File: src/rtl/mcoi_display_pkg.sv
// Shared types and constants for the MCOI front-panel display scanner.
// Timing defaults assume the 100 MHz clk_from_ps domain.
package mcoi_display_pkg;

  localparam int CSEL_W           = 3;
  localparam int DEF_CLK_DIV      = 5;
  localparam int DEF_BLANK_CYCLES = 20;
  localparam int DEF_RST_HOLD     = 100;

  typedef enum logic [2:0] {
    ST_IDLE    = 3'd0,
    ST_RSTHOLD = 3'd1,
    ST_LOAD    = 3'd2,
    ST_SHIFT   = 3'd3,
    ST_BLANK   = 3'd4,
    ST_LATCH   = 3'd5
  } display_state_t;

  function automatic int max3(input int a, input int b, input int c);
    int m;
    m = (a > b) ? a : b;
    return (m > c) ? m : c;
  endfunction

  // Width able to hold 0..max_val, never narrower than one bit.
  function automatic int cnt_width(input int max_val);
    return (max_val < 1) ? 1 : $clog2(max_val + 1);
  endfunction

endpackage

File: src/rtl/mcoi_display_shifter.sv
// Serialises one display row MSB first: CLK_DIV cycles of sclk low, then
// CLK_DIV cycles high per bit; sin only moves at the start of a low phase.
module mcoi_display_shifter
  import mcoi_display_pkg::*;
#(
  parameter int ROW_BITS = 32,
  parameter int CLK_DIV  = DEF_CLK_DIV
) (
  input  logic                clk,
  input  logic                rst_n,
  input  logic                load_i,
  input  logic                abort_i,
  input  logic [ROW_BITS-1:0] data_i,
  output logic                sclk_o,
  output logic                sin_o,
  output logic                done_o
);

  localparam int PH_W  = cnt_width(CLK_DIV - 1);
  localparam int BIT_W = cnt_width(ROW_BITS - 1);

  logic [ROW_BITS-1:0] shreg_q, shreg_d;
  logic [PH_W-1:0]     ph_q, ph_d;
  logic [BIT_W-1:0]    bit_q, bit_d;
  logic                active_q, active_d;
  logic                sclk_q, sclk_d;
  logic                sin_q, sin_d;
  logic                last_ph;

  assign last_ph = (ph_q == PH_W'(CLK_DIV - 1));
  // Combinational so the caller can leave SHIFT on the final high cycle.
  assign done_o  = active_q && sclk_q && last_ph && (bit_q == BIT_W'(ROW_BITS - 1));
  assign sclk_o  = sclk_q;
  assign sin_o   = sin_q;

  always_comb begin
    shreg_d  = shreg_q;
    ph_d     = ph_q;
    bit_d    = bit_q;
    active_d = active_q;
    sclk_d   = sclk_q;
    sin_d    = sin_q;
    if (abort_i) begin
      active_d = 1'b0;
      sclk_d   = 1'b0;
      sin_d    = 1'b0;
      ph_d     = '0;
      bit_d    = '0;
    end else if (load_i) begin
      shreg_d  = data_i;
      sin_d    = data_i[ROW_BITS-1];
      ph_d     = '0;
      bit_d    = '0;
      sclk_d   = 1'b0;
      active_d = 1'b1;
    end else if (active_q) begin
      if (!last_ph) begin
        ph_d = ph_q + PH_W'(1);
      end else begin
        ph_d = '0;
        if (!sclk_q) begin
          sclk_d = 1'b1;
        end else begin
          sclk_d = 1'b0;
          if (done_o) begin
            active_d = 1'b0;
          end else begin
            bit_d   = bit_q + BIT_W'(1);
            shreg_d = shreg_q << 1;
            sin_d   = shreg_d[ROW_BITS-1];
          end
        end
      end
    end
  end

  always_ff @(posedge clk or negedge rst_n) begin
    if (!rst_n) begin
      shreg_q  <= '0;
      ph_q     <= '0;
      bit_q    <= '0;
      active_q <= 1'b0;
      sclk_q   <= 1'b0;
      sin_q    <= 1'b0;
    end else begin
      shreg_q  <= shreg_d;
      ph_q     <= ph_d;
      bit_q    <= bit_d;
      active_q <= active_d;
      sclk_q   <= sclk_d;
      sin_q    <= sin_d;
    end
  end

endmodule

File: src/rtl/mcoi_display_scanner.sv
// Multiplexed front-panel display scan controller: double-buffered frame,
// one row shifted per LOAD/SHIFT/BLANK/LATCH pass, repeated while enabled.
module mcoi_display_scanner
  import mcoi_display_pkg::*;
#(
  parameter int NUM_ROWS     = 8,
  parameter int ROW_BITS     = 32,
  parameter int CLK_DIV      = DEF_CLK_DIV,
  parameter int BLANK_CYCLES = DEF_BLANK_CYCLES,
  parameter int RST_HOLD     = DEF_RST_HOLD
) (
  input  logic                         clk_from_ps,
  input  logic                         rstn,
  input  logic                         enable,
  input  logic [NUM_ROWS*ROW_BITS-1:0] frame_i,
  input  logic                         frame_valid,
  output logic                         frame_taken,
  output logic                         busy,
  output logic                         scan_done,
  output logic                         latch,
  output logic                         blank,
  output logic [CSEL_W-1:0]            csel,
  output logic                         sclk,
  output logic                         sin,
  output logic                         mreset_vadj
);

  localparam int FRAME_W = NUM_ROWS * ROW_BITS;
  localparam int ROW_W   = cnt_width(NUM_ROWS - 1);
  localparam int CNT_W   = cnt_width(max3(RST_HOLD, BLANK_CYCLES, CLK_DIV) - 1);

  display_state_t      state_q, state_d;
  logic [CNT_W-1:0]    cnt_q, cnt_d;
  logic [ROW_W-1:0]    row_q, row_d;
  logic [CSEL_W-1:0]   csel_q, csel_d;
  logic                latched_q, latched_d;
  logic                pending_q, pending_d;
  logic [FRAME_W-1:0]  shadow_q, shadow_d;
  logic [FRAME_W-1:0]  active_q, active_d;
  logic                frame_taken_q, frame_taken_d;
  logic                scan_done_q, scan_done_d;

  logic [ROW_BITS-1:0] rows [NUM_ROWS];
  logic                shift_load;
  logic                shift_done;

  // frame_valid has no ready: every strobe is accepted into the shadow
  // buffer in any state, and the newest strobe always wins.
  always_comb begin
    state_d       = state_q;
    cnt_d         = cnt_q;
    row_d         = row_q;
    csel_d        = csel_q;
    latched_d     = latched_q;
    pending_d     = pending_q;
    shadow_d      = shadow_q;
    active_d      = active_q;
    frame_taken_d = 1'b0;
    scan_done_d   = 1'b0;

    if (frame_valid) begin
      shadow_d  = frame_i;
      pending_d = 1'b1;
    end

    if (!enable) begin
      state_d   = ST_IDLE;
      row_d     = '0;
      cnt_d     = '0;
      latched_d = 1'b0;
    end else begin
      case (state_q)
        ST_IDLE: begin
          state_d   = ST_RSTHOLD;
          cnt_d     = '0;
          latched_d = 1'b0;
        end
        ST_RSTHOLD: begin
          if (cnt_q == CNT_W'(RST_HOLD - 1)) begin
            state_d = ST_LOAD;
            row_d   = '0;
            cnt_d   = '0;
          end else begin
            cnt_d = cnt_q + CNT_W'(1);
          end
        end
        ST_LOAD: begin
          // Frames only swap at the top of the scan so rows never tear.
          if (row_q == '0) begin
            if (frame_valid) begin
              active_d      = frame_i;
              pending_d     = 1'b0;
              frame_taken_d = 1'b1;
            end else if (pending_q) begin
              active_d      = shadow_q;
              pending_d     = 1'b0;
              frame_taken_d = 1'b1;
            end
          end
          state_d = ST_SHIFT;
        end
        ST_SHIFT: begin
          if (shift_done) begin
            state_d = ST_BLANK;
            cnt_d   = '0;
            csel_d  = CSEL_W'(row_q);
          end
        end
        ST_BLANK: begin
          if (cnt_q == CNT_W'(BLANK_CYCLES - 1)) begin
            state_d = ST_LATCH;
            cnt_d   = '0;
          end else begin
            cnt_d = cnt_q + CNT_W'(1);
          end
        end
        ST_LATCH: begin
          if (cnt_q == CNT_W'(CLK_DIV - 1)) begin
            state_d   = ST_LOAD;
            cnt_d     = '0;
            latched_d = 1'b1;
            if (row_q == ROW_W'(NUM_ROWS - 1)) begin
              row_d       = '0;
              scan_done_d = 1'b1;
            end else begin
              row_d = row_q + ROW_W'(1);
            end
          end else begin
            cnt_d = cnt_q + CNT_W'(1);
          end
        end
        default: state_d = ST_IDLE;
      endcase
    end
  end

  // The shifter must see a freshly swapped frame in the same LOAD cycle.
  always_comb begin
    for (int r = 0; r < NUM_ROWS; r++) begin
      rows[r] = active_d[r*ROW_BITS +: ROW_BITS];
    end
  end

  assign shift_load = (state_q == ST_LOAD) && enable;

  mcoi_display_shifter #(
    .ROW_BITS (ROW_BITS),
    .CLK_DIV  (CLK_DIV)
  ) u_shifter (
    .clk     (clk_from_ps),
    .rst_n   (rstn),
    .load_i  (shift_load),
    .abort_i (!enable),
    .data_i  (rows[row_q]),
    .sclk_o  (sclk),
    .sin_o   (sin),
    .done_o  (shift_done)
  );

  always_ff @(posedge clk_from_ps or negedge rstn) begin
    if (!rstn) begin
      state_q       <= ST_IDLE;
      cnt_q         <= '0;
      row_q         <= '0;
      csel_q        <= '0;
      latched_q     <= 1'b0;
      pending_q     <= 1'b0;
      shadow_q      <= '0;
      active_q      <= '0;
      frame_taken_q <= 1'b0;
      scan_done_q   <= 1'b0;
    end else begin
      state_q       <= state_d;
      cnt_q         <= cnt_d;
      row_q         <= row_d;
      csel_q        <= csel_d;
      latched_q     <= latched_d;
      pending_q     <= pending_d;
      shadow_q      <= shadow_d;
      active_q      <= active_d;
      frame_taken_q <= frame_taken_d;
      scan_done_q   <= scan_done_d;
    end
  end

  assign busy        = (state_q != ST_IDLE);
  assign mreset_vadj = (state_q != ST_IDLE) && (state_q != ST_RSTHOLD);
  assign latch       = (state_q == ST_LATCH);
  assign blank       = ((state_q == ST_LOAD) || (state_q == ST_SHIFT)) ? !latched_q : 1'b1;
  assign csel        = csel_q;
  assign frame_taken = frame_taken_q;
  assign scan_done   = scan_done_q;

endmodule

File: config.mk
export PLATFORM = sky130hd
export DESIGN_NAME = mcoi_display_scanner
export DESIGN_NICKNAME = d
export VERILOG_FILES = /design/src/rtl/mcoi_display_pkg.sv /design/src/rtl/mcoi_display_shifter.sv /design/src/rtl/mcoi_display_scanner.sv
export SDC_FILE = /design/constraint.sdc
export NUM_CORES = 1
export LEC_CHECK = 0
export CAP_MARGIN = 25
export CORE_MARGIN = 5
export CORE_UTILIZATION = 62
export CTS_CLUSTER_DIAMETER = 120
export DETAILED_ROUTE_END_ITERATION = 8
export HOLD_SLACK_MARGIN = 0.02
export PLACE_DENSITY = 0.86
export SLEW_MARGIN = 20
export SYNTH_ARGS = -nofsm -noshare
export SYNTH_HDL_FRONTEND = slang
export SYNTH_SLANG_ARGS = --single-unit
File: constraint.sdc
create_clock -name clk_from_ps -period 5.4 [get_ports clk_from_ps]
set_clock_uncertainty 0.1 [all_clocks]
set_input_delay 0.81 -clock clk_from_ps [delete_from_list [all_inputs] [get_ports clk_from_ps]]
set_output_delay 0.81 -clock clk_from_ps [all_outputs]
set_load 0.05 [all_outputs]
==> results of run 1 <==
kinds of logic after synthesis:
| kind of cell | after synthesis | synth area share [%] |
|---|---|---|
| buf+inv | 303 | 4.429 |
| fa+ha+maj | 9 | 0.4114 |
| mux | 268 | 11.11 |
| simple gates | 639 | 10.61 |
| compound gates | 818 | 20.84 |
| xor+xnor | 4 | 0.1280 |
| flops | 574 | 52.47 |
per-stage QoR:
stage,cell area (um2),setup slack [ps],hold WS [ps]
detailed placement,30350,1164,364.2
global placement,30350,1207,353.3
floorplan,27380,2636,340.9
finish,32210,1472,149.5
CTS,32210,1566,214.3
global route,32210,1313,213.5
registers in the layout, summed over array words and instances, names as in the netlist, 3 cells and up:
register and count:
u_shifter.shreg_q 31, u_shifter.bit_q 5, active_q 256, cnt_q 7
shadow_q 256, state_q 3, csel 3, u_shifter.ph_q 3
row_q 3
routing by layer:
layer  wire length [um]  vias up  global-route usage (%)
met1              30930    11380                   43.31
met3               6897      269                   6.553
li1                   -     9928                       -
met5                  0        -                       0
met2              38660     1230                   52.75
met4               5348        0                   19.37
layout make-up:
type	count	area share, %
Inverter	50	0.5826
Timing Repair Buffer	308	9.850
Multi-Input combinational cell	1738	36.87
Clock inverter	14	0.3923
Sequential cell	574	44.60
Antenna cell	2	0.01554
Clock buffer	91	5.391
Tap cell	592	2.299
power by group through the flow:
stage / Sequential (mW) / Combinational [mW] / Clock (mW)
finish: 6.15 / 4.66 / 3.95
global route: 6.26 / 5.09 / 4.18
CTS: 6.14 / 4.61 / 3.98
detailed placement: 6.20 / 4.53 / 0
global placement: 6.12 / 4.34 / 0
floorplan: 5.96 / 3.34 / 0
worst min-delay path by stage:
stage | end | depth (start not counted)
after floorplan | active_q[160]$_DFF_PN0_ | 2
after global placement | active_q[32]$_DFF_PN0_ | 2
after detailed placement | active_q[192]$_DFF_PN0_ | 2
after CTS | shadow_q[242]$_DFFE_PN0P_ | 1
after global routing | shadow_q[243]$_DFFE_PN0P_ | 1
final | active_q[115]$_DFF_PN0_ | 1
worst reg2reg max path: cells and delay by family (launching register included):
| family | cells | cell delay [ps] |
|---|---|---|
| AO/OA/AOI/OAI | 4 | 1200 |
| buffers and inverters | 2 | 1110 |
| flip-flops | 1 | 600 |
| AND/OR/NAND/NOR | 1 | 560 |
| adder cells (fa/ha/maj) | 1 | 280 |
placed cells by master, fill, tap and decap left out, types with 65 or more instances in the layout:
master           instances
dfrtp_1                573
nor2_1                 300
clkdlybuf4s50_1        268
mux2_2                 257
a31oi_1                210
a21o_1                 180
a21oi_1                138
nor3_1                 129
nor4_1                  93
nand2_1                 75
o22a_1                  66
o21ai_0                 65
==> flow_summary_export.csv, run 1 <==
group,metric,value,unit
status,status,"finished, final reports clean",
sta,rsz0062_at_grt,"false",
logic_synthesis,yosysWarnings,0,
routing,post_drt_wl_per_cell,24.29,um
setup_path,startpoint_type,"register",
clocking,path_clk_slew,60,ps
setup_path,r2r_end,"u_shifter.shreg_q[30]$_DFFE_PN0P_",
power_and_ir_drop,ir_worst_vdd,0.0003548,V
clocking,cts-root-buf,"clkbuf_16",
logic_synthesis,synth_top_cell_area_share,52.47,%
setup_path,rr_worst_depth,8,
floorplan,dieHeight,220.1,um
setup_path,crit_type,"register to register",
sta,fin_crit,3928,ps
clocking,cts_sinks,574,
routing,drtAntennaViolNets,0,
setup_path,cp-end-kind,"register",
logic_synthesis,yosys.area.top_type,"dfrtp_1",
floorplan,rows,77,
clocking,postCtsSetupBuffers,0,
cells_and_area,regArea,14370,um2
power_and_ir_drop,swShare,33.81,%
floorplan,io_pins,271,
cells_and_area,syn_to_final_growth,17.67,%
cells_and_area,stdcell_count,3369,
sta,tightest_slew,1167,ps
floorplan,dieWidth,220.1,um
floorplan,core-area,43930,um2
floorplan,die-area,48460,um2
setup_path,worstSetupEndpoint,"u_shifter.shreg_q[30]$_DFFE_PN0P_",
place,dp.cells,3262,
cells_and_area,fillers,3010,
cells_and_area,finalCoreUtilization,73.33,%
global_route,track_usage,33.36,%
logic_synthesis,syn-num-nets,2884,
setup_path,r2r_start,"row_q[1]$_DFFE_PN0P_",
logic_synthesis,synth_cells,2615,
clocking,htreeDepth,2,
logic_synthesis,synthFlopType,"dfrtp_1",
sta,hold_violations,0,
sta,finalSetupTns,0,ps
sta,fin_crit_sh,72.73,%
power_and_ir_drop,power.switching,4.991,mW
setup_path,slowest_delay,750,ps
setup_path,crit_start,"row_q[1]$_DFFE_PN0P_",
setup_path,critPathRequiredTime,5820,ps
place,dpl.hpwl,49760,um
clocking,tritoncts,"built",
place,port_buffers,270,
clocking,cts_resized,0,
routing,remaining_drc_errors,0,
logic_synthesis,synth_most_common_cell,"dfrtp_1",
power_and_ir_drop,powerDensity,458.3,nW/um2
setup_path,crit_chain,"inv_1 > ha_1 > nor2b_4 > buf_4 > a31oi_1 > o32ai_1 > o21ai_0 > a31oi_1",
setup_path,cp.depth,8,
cells_and_area,nets,2998,
setup_path,cp_common_cell,"a31oi_1",
power_and_ir_drop,p_int,9.773,mW
cells_and_area,drive_gt1_share,15.14,%
hold_path,min_path_type,"input port to async pin",
setup_path,cp.buffers_inverters,2,
power_and_ir_drop,p_leak,13.13,nW
global_route,grt_antenna_before_repair,2,
power_and_ir_drop,power_frac_comb,31.6,%
clocking,holdBufCountCts,0,
logic_synthesis,synth_area_leaders,"dfrtp_1, mux2_2, a21o_1, a31oi_1, nor2_1",
setup_path,r2r_setup_slack,1470,ps
flow_run,max-cap-violations,0,
sta,setup_viol,0,
cells_and_area,multi_input_area,11880,um2
logic_synthesis,ys_ff_latch,574,
setup_path,cp_max_fo,72,
power_and_ir_drop,power_frac_seq,41.7,%
floorplan,start_util,62.31,%
global_route,grt-ovfl-total,0,
routing,totalWireLength,81840,um
clocking,clock_path_buffers,3,
routing,first_pass_iters,8,
routing,num_vias,22810,
sta,fmax,254.6,MHz
global_route,grt_max_degree,196,
sta,maxSlewHeadroom,22.19,%
logic_synthesis,yosysSeqAreaShare,52.47,%
place,gp_congestion,0.8783,
logic_synthesis,syn_area,27380,um2
logic_synthesis,synth_area_per_cell,10.47,um2
logic_synthesis,async_reset_ff_share,100.0,%
power_and_ir_drop,total_power,14.77,mW
power_and_ir_drop,clock_power_share,26.8,%
routing,avgViaCountPerCell,6.770,
setup_path,cpMaxStageDelayCell,"buf_4",
clocking,cts_buffers,57,
clocking,insertion_delay,610,ps
global_route,grt_pass1_vias,23610,
setup_path,cp.arrival,4350,ps
sta,drv_slew,0,
setup_path,cp_top_family,"compound AO/OA/AOI/OAI gates",
routing,drt_iter0_markers,2737,
logic_synthesis,synth_cell_types,60,
logic_synthesis,synth_edf_count,0,
global_route,grt_pass1_wl,128600,um
logic_synthesis,netlist_top_cells_count,"dfrtp_1, nor2_1, mux2_2, a31oi_1, clkbuf_1",
Note: power is estimated with default switching activity, not from simulation.
==> run 2: changes to the inputs <==
- CORE_UTILIZATION: 62 -> 52
- PLACE_DENSITY: 0.86 -> 0.77
- clock period: 5.4 -> 3.25 ns (I/O delays scaled with it)
==> flow_summary_export.csv, run 2 (synthesized netlist as in run 1, its figures left out) <==
group,metric,value,unit
status,status,"finished, final reports clean",
floorplan,die-area,57330,um2
cells_and_area,syn_to_final_growth,21.81,%
setup_path,startpoint_type,"register",
setup_path,cp_max_fo,37,
clocking,path_clk_slew,60,ps
floorplan,core-area,52340,um2
global_route,grt_antenna_before_repair,2,
floorplan,io_pins,271,
routing,drtAntennaViolNets,0,
routing,remaining_drc_errors,0,
global_route,track_usage,29.89,%
setup_path,cp.arrival,3480,ps
power_and_ir_drop,powerDensity,759.1,nW/um2
place,gp_congestion,0.9024,
clocking,postCtsSetupBuffers,0,
clocking,cts_sinks,574,
clocking,tritoncts,"built",
cells_and_area,mostFrequentLayoutCell,"dfrtp_1",
sta,fmax,321.4,MHz
routing,num_vias,23170,
sta,hold_violations,0,
power_and_ir_drop,ir_worst_vdd,0.0004768,V
setup_path,cp-end-kind,"register",
sta,drv_slew,0,
sta,tightest_slew,1006,ps
setup_path,critPathRequiredTime,3620,ps
global_route,grt_pass1_wl,136200,um
clocking,cts-root-buf,"clkbuf_16",
cells_and_area,final_cell_mix,"dfrtp_1, nor2_1, clkdlybuf4s50_1",
floorplan,dieWidth,239.4,um
sta,fin_crit_sh,95.72,%
setup_path,crit_type,"register to register",
place,placed_cell_area,31390,um2
cells_and_area,fillers,4041,
global_route,grt_pass1_vias,23690,
sta,fin_crit,3111,ps
floorplan,rows,84,
power_and_ir_drop,p_leak,13.67,nW
sta,setup_viol,0,
clocking,cts_buffers,59,
routing,drt_iter0_markers,2431,
flow_run,max-cap-violations,0,
hold_path,min_path_type,"input port to register",
sta,maxSlewHeadroom,32.72,%
floorplan,start_util,52.30,%
place,port_buffers,270,
sta,rsz0062_at_grt,"false",
routing,first_pass_iters,6,
clocking,cts_resized,0,
place,dpl.hpwl,57550,um
clocking,holdBufCountCts,1,
cells_and_area,top_regs,"active_q (256), shadow_q (256), u_shifter.shreg_q (31)",
cells_and_area,nets,3091,
global_route,grt-ovfl-total,0,
clocking,insertion_delay,630,ps
cells_and_area,drive_gt1_share,17.86,%
clocking,htreeDepth,2,
routing,totalWireLength,87550,um
routing,avgViaCountPerCell,6.519,
floorplan,dieHeight,239.4,um
sta,finalSetupTns,0,ps
cells_and_area,fin_area,33340,um2
global_route,grt_max_degree,118,
cells_and_area,antennaDiodeCount,0,
clocking,clock_path_buffers,3,
routing,post_drt_wl_per_cell,24.64,um
[run 2: final timing paths]
path	from	endpoint	slack [ps]	cells after the start
worst max-delay path	row_q[0]$_DFFE_PN0P_	u_shifter.shreg_q[6]$_DFFE_PN0P_	140	9
worst min-delay path	frame_valid	shadow_q[238]$_DFFE_PN0P_	320	2
worst max register to register	row_q[0]$_DFFE_PN0P_	u_shifter.shreg_q[6]$_DFFE_PN0P_	140	9
worst min register to register	active_q[70]$_DFF_PN0_	active_q[70]$_DFF_PN0_	380	2
max in group asynchronous	rstn	shadow_q[82]$_DFFE_PN0P_	1570	3
min in group asynchronous	rstn	shadow_q[245]$_DFFE_PN0P_	340	2
[run 2: metal layers]
metal	track usage, %	vias up	wire (um)
met1	40.30	11670	34570
met3	4.755	206	6662
met5	0	-	13
met2	47.91	1182	41890
met4	13.94	2	4413
li1	-	10110	-
[run 2: layout make-up]
| class | instances | area [um2] | share of cell area, % |
|---|---|---|---|
| clock buffers | 87 | 1703 | 5.107 |
| multi-input cells | 1738 | 11880 | 35.62 |
| flip-flops and latches | 574 | 14370 | 43.09 |
| repair buffers | 399 | 4109 | 12.32 |
| well taps | 688 | 860.8 | 2.582 |
| clock inverters | 18 | 240.2 | 0.7204 |
| inverters | 50 | 187.7 | 0.5629 |
[run 2: metrics by stage]
step | setup WS (ps) | hold WS [ps] | total power [mW] | utilization [%] | instances
after floorplan | 648.8 | 91.91 | 15.46 | - | 2615
after global placement | 76.24 | 353.5 | 17.95 | 59.98 | 3448
after detailed placement | 12.88 | 361.5 | 18.38 | 59.98 | 3448
after CTS | 237.1 | 321.1 | 25.29 | 63.71 | 3554
after global routing | 22.31 | 343.2 | 26.60 | 63.71 | 3554
final | 139.1 | 324.3 | 25.31 | 63.71 | 3554
[run 2: worst max-delay path, cell delays in order, from the launching register on]
cell and delay (ps):
dfrtp_1 370, clkinv_1 280, ha_1 370, nor2b_4 220, buf_12 220, buf_4 230, a31oi_1 220, nor2_1 80
a2111oi_0 640, a31oi_1 180
[run 2: report_power, final]
group	internal [mW]	switching, mW
combinational	3.47	4.84
sequential	9.31	0.823
clock	4.00	2.87
total	16.8	8.53
